==> src/rtl/wb_sdram_wbuf_pkg.sv <==
// wb_sdram_wbuf_pkg: shared FSM encoding, cycle-type constant and FIFO entry width
package wb_sdram_wbuf_pkg;

    typedef enum logic [2:0] {ST_IDLE, ST_WR, ST_RD, ST_RACK, ST_GAP} state_e;

    localparam logic [2:0] CTI_CLASSIC = 3'b000;

    // One buffered write: {addr, data, byte selects}
    function automatic int entry_w(input int aw, input int dw);
        return aw + dw + dw / 8;
    endfunction

endpackage

==> src/rtl/wb_sdram_wbuf_if.sv <==
// wb_sdram_wbuf_if: classic Wishbone bus bundle
//   master modport: drives cyc/stb/we/addr/dat_w/sel/cti, receives ack/dat_r
//   slave modport : the mirror image
interface wb_sdram_wbuf_if #(parameter int AW = 26, parameter int DW = 32);
    logic          cyc;
    logic          stb;
    logic          we;
    logic [AW-1:0] addr;
    logic [DW-1:0] dat_w;
    logic [DW/8-1:0] sel;
    logic [2:0]    cti;
    logic          ack;
    logic [DW-1:0] dat_r;

    modport master(output cyc, stb, we, addr, dat_w, sel, cti, input ack, dat_r);
    modport slave(input cyc, stb, we, addr, dat_w, sel, cti, output ack, dat_r);
endinterface

==> src/rtl/wb_sdram_wbuf_fifo.sv <==
// wbuf_fifo: register-based synchronous FIFO with occupancy counter
//   clk_i/rst_i    : clock, synchronous active-high reset
//   push_i/din_i   : write an entry (caller guarantees not full)
//   pop_i/dout_o   : head entry, removed on pop (caller guarantees not empty)
//   level_o        : occupied entries; empty_o/full_o derived from it
module wbuf_fifo #(
    parameter int W          = 8,
    parameter int DEPTH_LOG2 = 2
) (
    input  logic                clk_i,
    input  logic                rst_i,
    input  logic                push_i,
    input  logic [W-1:0]        din_i,
    input  logic                pop_i,
    output logic [W-1:0]        dout_o,
    output logic [DEPTH_LOG2:0] level_o,
    output logic                empty_o,
    output logic                full_o
);
    localparam int DEPTH = 1 << DEPTH_LOG2;
    localparam int LW    = DEPTH_LOG2 + 1;

    logic [W-1:0]            mem_q [DEPTH];
    logic [DEPTH_LOG2-1:0]   wr_q;
    logic [DEPTH_LOG2-1:0]   rd_q;
    logic [LW-1:0]           level_q;

    always_ff @(posedge clk_i) begin
        if (push_i) mem_q[wr_q] <= din_i;
    end

    // Pointers wrap naturally; full/empty come only from the level counter
    always_ff @(posedge clk_i) begin
        if (rst_i) begin
            wr_q    <= '0;
            rd_q    <= '0;
            level_q <= '0;
        end else begin
            wr_q    <= push_i ? wr_q + 1'b1 : wr_q;
            rd_q    <= pop_i ? rd_q + 1'b1 : rd_q;
            level_q <= level_q + LW'(push_i) - LW'(pop_i);
        end
    end

    assign dout_o  = mem_q[rd_q];
    assign level_o = level_q;
    assign empty_o = level_q == '0;
    assign full_o  = level_q == LW'(DEPTH);
endmodule

==> src/rtl/wb_sdram_wbuf.sv <==
// wb_sdram_wbuf: posted-write buffer between a CPU Wishbone bus and the SDRAM controller
//   wb_clk_i/wb_rst_i : single clock, synchronous active-high reset
//   cpu               : CPU-side slave bus (writes acked at once while space remains)
//   mem               : master bus to the SDRAM controller, single classic cycles
//   sdr_init_done     : master side stays idle while low
//   buf_level/buf_empty : write FIFO occupancy
module wb_sdram_wbuf
    import wb_sdram_wbuf_pkg::*;
#(
    parameter int AW         = 26,
    parameter int DW         = 32,
    parameter int DEPTH_LOG2 = 2
) (
    input  logic                  wb_clk_i,
    input  logic                  wb_rst_i,
    wb_sdram_wbuf_if.slave        cpu,
    wb_sdram_wbuf_if.master       mem,
    input  logic                  sdr_init_done,
    output logic [DEPTH_LOG2:0]   buf_level,
    output logic                  buf_empty
);
    localparam int EW = entry_w(AW, DW);

    state_e          state_q;
    logic            ack_q;
    logic [DW-1:0]   rdat_q;
    logic            m_cyc_q;
    logic            m_we_q;
    logic [AW-1:0]   m_addr_q;
    logic [DW-1:0]   m_dat_q;
    logic [DW/8-1:0] m_sel_q;

    logic            req;
    logic            push;
    logic            pop;
    logic            full;
    logic            wr_go;
    logic            rd_go;
    logic            ack_d;
    logic [EW-1:0]   head;

    // Masking with the outgoing ack stops the held strobe from being taken twice
    assign req   = cpu.cyc & cpu.stb & ~ack_q;
    assign push  = req & cpu.we & ~full;
    assign pop   = (state_q == ST_WR) & mem.ack;
    assign wr_go = (state_q == ST_IDLE) & ~buf_empty & sdr_init_done;
    // Reads only start with the FIFO empty, so they can never overtake a write
    assign rd_go = (state_q == ST_IDLE) & req & ~cpu.we & buf_empty & sdr_init_done;
    assign ack_d = push | ((state_q == ST_RD) & mem.ack);

    wbuf_fifo #(.W(EW), .DEPTH_LOG2(DEPTH_LOG2)) u_fifo (
        .clk_i   (wb_clk_i),
        .rst_i   (wb_rst_i),
        .push_i  (push),
        .din_i   ({cpu.addr, cpu.dat_w, cpu.sel}),
        .pop_i   (pop),
        .dout_o  (head),
        .level_o (buf_level),
        .empty_o (buf_empty),
        .full_o  (full)
    );

    always_ff @(posedge wb_clk_i) begin
        if (wb_rst_i) begin
            state_q  <= ST_IDLE;
            ack_q    <= 1'b0;
            rdat_q   <= '0;
            m_cyc_q  <= 1'b0;
            m_we_q   <= 1'b0;
            m_addr_q <= '0;
            m_dat_q  <= '0;
            m_sel_q  <= '0;
        end else begin
            ack_q <= ack_d;
            case (state_q)
                ST_IDLE: begin
                    if (wr_go) begin
                        state_q                        <= ST_WR;
                        m_cyc_q                        <= 1'b1;
                        m_we_q                         <= 1'b1;
                        {m_addr_q, m_dat_q, m_sel_q}   <= head;
                    end else if (rd_go) begin
                        state_q  <= ST_RD;
                        m_cyc_q  <= 1'b1;
                        m_we_q   <= 1'b0;
                        m_addr_q <= cpu.addr;
                        m_sel_q  <= cpu.sel;
                    end
                end
                ST_WR: begin
                    if (mem.ack) begin
                        state_q <= ST_GAP;
                        m_cyc_q <= 1'b0;
                    end
                end
                ST_RD: begin
                    if (mem.ack) begin
                        state_q <= ST_RACK;
                        m_cyc_q <= 1'b0;
                        rdat_q  <= mem.dat_r;
                    end
                end
                // ack_q is high during RACK, set on the RD exit
                ST_RACK: state_q <= ST_GAP;
                // One dead cycle so the controller sees separate transactions
                default: state_q <= ST_IDLE;
            endcase
        end
    end

    assign cpu.ack   = ack_q;
    assign cpu.dat_r = rdat_q;
    assign mem.cyc   = m_cyc_q;
    assign mem.stb   = m_cyc_q;
    assign mem.we    = m_we_q;
    assign mem.addr  = m_addr_q;
    assign mem.dat_w = m_dat_q;
    assign mem.sel   = m_sel_q;
    assign mem.cti   = CTI_CLASSIC;
endmodule

==> src/flat_wrapper.sv <==
// flat-port wrapper written by rule: the top's interface ports become plain ports
module wb_sdram_wbuf_flat import wb_sdram_wbuf_pkg::*;
#(
    parameter int AW         = 26,
    parameter int DW         = 32,
    parameter int DEPTH_LOG2 = 2
)
  (wb_clk_i, wb_rst_i, sdr_init_done, buf_level, buf_empty, cpu_cyc, cpu_stb, cpu_we, cpu_addr, cpu_dat_w, cpu_sel, cpu_cti, cpu_ack, cpu_dat_r, mem_cyc, mem_stb, mem_we, mem_addr, mem_dat_w, mem_sel, mem_cti, mem_ack, mem_dat_r);
  wb_sdram_wbuf_if #(.AW(AW), .DW(DW)) cpu_i ();
  wb_sdram_wbuf_if #(.AW(AW), .DW(DW)) mem_i ();
  input  logic wb_clk_i;
  input  logic wb_rst_i;
  input  logic sdr_init_done;
  output logic [DEPTH_LOG2:0] buf_level;
  output logic buf_empty;
  input wire logic [$bits(cpu_i.cyc)-1:0] cpu_cyc;
  input wire logic [$bits(cpu_i.stb)-1:0] cpu_stb;
  input wire logic [$bits(cpu_i.we)-1:0] cpu_we;
  input wire logic [$bits(cpu_i.addr)-1:0] cpu_addr;
  input wire logic [$bits(cpu_i.dat_w)-1:0] cpu_dat_w;
  input wire logic [$bits(cpu_i.sel)-1:0] cpu_sel;
  input wire logic [$bits(cpu_i.cti)-1:0] cpu_cti;
  output wire logic [$bits(cpu_i.ack)-1:0] cpu_ack;
  output wire logic [$bits(cpu_i.dat_r)-1:0] cpu_dat_r;
  output wire logic [$bits(mem_i.cyc)-1:0] mem_cyc;
  output wire logic [$bits(mem_i.stb)-1:0] mem_stb;
  output wire logic [$bits(mem_i.we)-1:0] mem_we;
  output wire logic [$bits(mem_i.addr)-1:0] mem_addr;
  output wire logic [$bits(mem_i.dat_w)-1:0] mem_dat_w;
  output wire logic [$bits(mem_i.sel)-1:0] mem_sel;
  output wire logic [$bits(mem_i.cti)-1:0] mem_cti;
  input wire logic [$bits(mem_i.ack)-1:0] mem_ack;
  input wire logic [$bits(mem_i.dat_r)-1:0] mem_dat_r;
  assign cpu_i.cyc = cpu_cyc;
  assign cpu_i.stb = cpu_stb;
  assign cpu_i.we = cpu_we;
  assign cpu_i.addr = cpu_addr;
  assign cpu_i.dat_w = cpu_dat_w;
  assign cpu_i.sel = cpu_sel;
  assign cpu_i.cti = cpu_cti;
  assign cpu_ack = cpu_i.ack;
  assign cpu_dat_r = cpu_i.dat_r;
  assign mem_cyc = mem_i.cyc;
  assign mem_stb = mem_i.stb;
  assign mem_we = mem_i.we;
  assign mem_addr = mem_i.addr;
  assign mem_dat_w = mem_i.dat_w;
  assign mem_sel = mem_i.sel;
  assign mem_cti = mem_i.cti;
  assign mem_i.ack = mem_ack;
  assign mem_i.dat_r = mem_dat_r;
  wb_sdram_wbuf #(.AW(AW), .DW(DW), .DEPTH_LOG2(DEPTH_LOG2)) u_core (.wb_clk_i(wb_clk_i), .wb_rst_i(wb_rst_i), .cpu(cpu_i), .mem(mem_i), .sdr_init_done(sdr_init_done), .buf_level(buf_level), .buf_empty(buf_empty));
endmodule
==> config.mk <==
export PLATFORM = sky130hd
export DESIGN_NAME = wb_sdram_wbuf_flat
export DESIGN_NICKNAME = d
export VERILOG_FILES = /design/src/rtl/wb_sdram_wbuf_pkg.sv /design/src/rtl/wb_sdram_wbuf_if.sv /design/src/rtl/wb_sdram_wbuf_fifo.sv /design/src/rtl/wb_sdram_wbuf.sv /design/src/flat_wrapper.sv
export SDC_FILE = /design/constraint.sdc
export NUM_CORES = 1
export LEC_CHECK = 0
export ABC_AREA = 1
export CORE_ASPECT_RATIO = 1.4
export CORE_UTILIZATION = 54
export CTS_CLUSTER_SIZE = 8
export DETAILED_ROUTE_END_ITERATION = 6
export PLACE_DENSITY = 0.8
export SLEW_MARGIN = 20
export SYNTH_ARGS = -nofsm -noshare
export SYNTH_HDL_FRONTEND = slang
export SYNTH_SLANG_ARGS = --single-unit
==> constraint.sdc <==
create_clock -name wb_clk_i -period 4.8 [get_ports wb_clk_i]
set_input_delay 0.72 -clock wb_clk_i [delete_from_list [all_inputs] [get_ports wb_clk_i]]
set_output_delay 0.72 -clock wb_clk_i [all_outputs]
set_load 0.01 [all_outputs]
==> impl_metrics.env <==
export IMPL_outcome="finished, final reports clean"
export IMPL_vias=9950
export IMPL_power_density_nw_per_um2=476.5
export IMPL_synth_distinct_cells=29
export IMPL_grt_remaining_overflow=0
export IMPL_fin_cells=1814
export IMPL_final_period_utilization=0.5575
export IMPL_nets=1573
export IMPL_hpwl_um=17820
export IMPL_fmaxAchievable_ghz=0.3737
export IMPL_start_util=0.5544
export IMPL_insertion_delay_ns=0.54
export IMPL_rsz0062_at_grt="false"
export IMPL_p_total_mw=8.247
export IMPL_drt_vias_per_instance=5.485
export IMPL_dp_cells=1725
export IMPL_cts_tree="done"
export IMPL_period_needed_ns=2.676
export IMPL_layout_setup_ws_ns=2.124
export IMPL_grt_max_degree=125
export IMPL_ant_nets=0
export IMPL_syn_instance_count=1276
export IMPL_yosysMostFrequentCell="nor2_1"
export IMPL_drc=0
export IMPL_hold_viol=0
export IMPL_synth_edf_count=248
export IMPL_synthToLayoutAreaGrowth_pct=25.64
export IMPL_crit_arrival_ns=3.10
export IMPL_vdd_ir_drop_max_mv=0.4059
export IMPL_clockBufferDepth=3
export IMPL_clock_sinks=357
export IMPL_cts_resized=0
export IMPL_wl_per_cell_um=17.93
export IMPL_post_cts_buffers=0
export IMPL_skew_ns=0.01710
export IMPL_antenna_found_initial=4
export IMPL_critPathLaunchType="input port"
export IMPL_cts_root_buf="clkbuf_16"
export IMPL_synthTopCellsByArea="edfxtp_1 54%, dfxtp_1 16%, nor2_1 8.7%, o21ai_0 5.4%, nand2_1 4.6%"
export IMPL_critical_path_class="input port to flop"
export IMPL_tns_ns=0
export IMPL_hold_path_class="flop to flop"
export IMPL_ys_warn_count=0
export IMPL_io_pins=209
export IMPL_ys_seq_elements=357
export IMPL_drt_total_wl_um=32520
export IMPL_fp_coreArea_sq_um=24840
export IMPL_die_x_um=137.0
export IMPL_die_area_sq_um=26160
export IMPL_grt_pass1_wl_um=50940
export IMPL_cp_required_ns=5.22
export IMPL_fp_row_count=68
export IMPL_synth_seq_area_share=0.6991
export IMPL_pre_cts_ws_ns=1.453
export IMPL_synth_top_area_cell="edfxtp_1"
export IMPL_relSlewSlack=0.3416
export IMPL_holdWs_ns=0.4553
export IMPL_worstSetupEndpointType="flop"
export IMPL_drv_slew=0
export IMPL_maxCapViolations=0
export IMPL_synth_common_cells="320 x nor2_1, 248 x edfxtp_1, 168 x nand2_1"
export IMPL_drt_iter0_drc=655
export IMPL_avgSynthCellArea_sq_um=10.80
export IMPL_cts_hold_buf=0
export IMPL_tightest_slew_ns=0.9876
export IMPL_grt_pass1_vias=10120
export IMPL_routabilityCongestion=0.7689
export IMPL_cp_max_fo=35
export IMPL_synth_top_area_share=0.5406
export IMPL_finalSetupViolations=0
export IMPL_cts_clk_slew_worst_paths_ns=0.05
export IMPL_htree_levels=2
export IMPL_synthArstFlopShare=0
export IMPL_netlist_area_sq_um=13770
export IMPL_layout_drive_gt1_share=0.06154
export IMPL_drt_pass1_iter_count=5
export IMPL_grt_usage=0.2529
export IMPL_portBuffers=202
export IMPL_ys_flop_type="edfxtp_1"
export IMPL_p_leak_nw=6.245
export IMPL_dieHeight_um=191.0
export IMPL_numCtsBuffers=50
[critical path: stages]
cell and delay [ns]:
clkdlybuf4s50_1 0.46, buf_4 0.34, inv_1 0.13, nor2_1 0.30
ha_1 0.29, inv_1 0.05, ha_1 0.12, inv_1 0.05
fa_1 0.39, o21ai_0 0.17, a21oi_1 0.06
[stage by stage]
step,utilization,cell area (sq um)
after detailed placement,0.6394,15880
after CTS,0.6961,17290
final,0.6966,17310
after global placement,0.6394,15880
after floorplan,-,13780
after global routing,0.6965,17300
[worst paths after layout]
check	cells past startpoint	slack, ns	from	end
worst max-delay path	11	2.12	mem_ack	u_core.u_fifo.level_o[2]
worst min-delay path	2	0.46	u_core.u_fifo.rd_q[1]	flop
worst max register to register	9	2.40	u_core.u_fifo.level_o[1]	u_core.u_fifo.level_o[2]
worst min register to register	2	0.46	u_core.u_fifo.rd_q[1]	flop
[state kept, by name (all words and copies together) (netlist names), named ones only]
| register | flops |
|---|---|
| u_core.u_fifo.level_o | 3 |
| u_core.mem.we | 1 |
| u_core.u_fifo.mem_q | 248 |
| u_core.mem.cyc | 1 |
| u_core.cpu.dat_r | 32 |
| u_core.mem.addr | 26 |
| u_core.u_fifo.rd_q | 2 |
| u_core.u_fifo.wr_q | 2 |
| u_core.state_q | 3 |
| u_core.mem.sel | 4 |
| u_core.cpu.ack | 1 |
| u_core.mem.dat_w | 32 |
[cells in the final DEF (no fill, tap or decap), drive strengths merged]
cell | Yosys | final
nor2 | 323 | 323
edfxtp | 248 | 248
clkdlybuf4s50 | 0 | 202
o21ai | 193 | 193
nand2 | 172 | 172
dfxtp | 109 | 109
clkbuf | 30 | 83
a21oi | 43 | 43
nand3 | 37 | 37
o22ai | 32 | 32
inv | 24 | 25
buf | 54 | 14
ha | 6 | 6
diode | 0 | 4
conb | 1 | 3
or2 | 1 | 1
nand4 | 1 | 1
nor3 | 1 | 1
fa | 1 | 1
clkinv | 0 | 1
[layout make-up]
| class | instances | area (sq um) |
|---|---|---|
| sequential | 357 | 9634 |
| fill | 1795 | 7537 |
| multi-input combinational | 813 | 3623 |
| timing repair buffer | 216 | 2140 |
| clock buffer | 83 | 1396 |
| tap | 315 | 394.1 |
| inverter | 24 | 95.09 |
| clock inverter | 2 | 13.76 |
| antenna | 4 | 10.01 |
[per-layer routing]
layer	routed length [um]	vias up	global-route usage
li1	-	4745	-
met1	12680	4789	0.2935
met2	17040	337	0.4446
met3	1669	79	0.04429
met4	1133	0	0.1276
met5	0	-	0
[cells by family (layout without fill, tap and decap cells)]
logic type | count (synthesis) | after routing | share of synthesized area
compound gates | 268 | 268 | 0.1014
fa+ha+maj | 7 | 7 | 0.006903
buf+inv | 108 | 325 | 0.04115
other cells | 1 | 7 | 0.0002722
flops | 357 | 357 | 0.6991
simple gates | 535 | 535 | 0.1512
[report_power, final]
part | total [mW] | internal [mW] | switching, mW
Clock | 3.16 | 1.95 | 1.20
Sequential | 3.66 | 3.54 | 0.129
Combinational | 1.43 | 0.616 | 0.811
No activity file was read; power rests on OpenSTA's default activity.
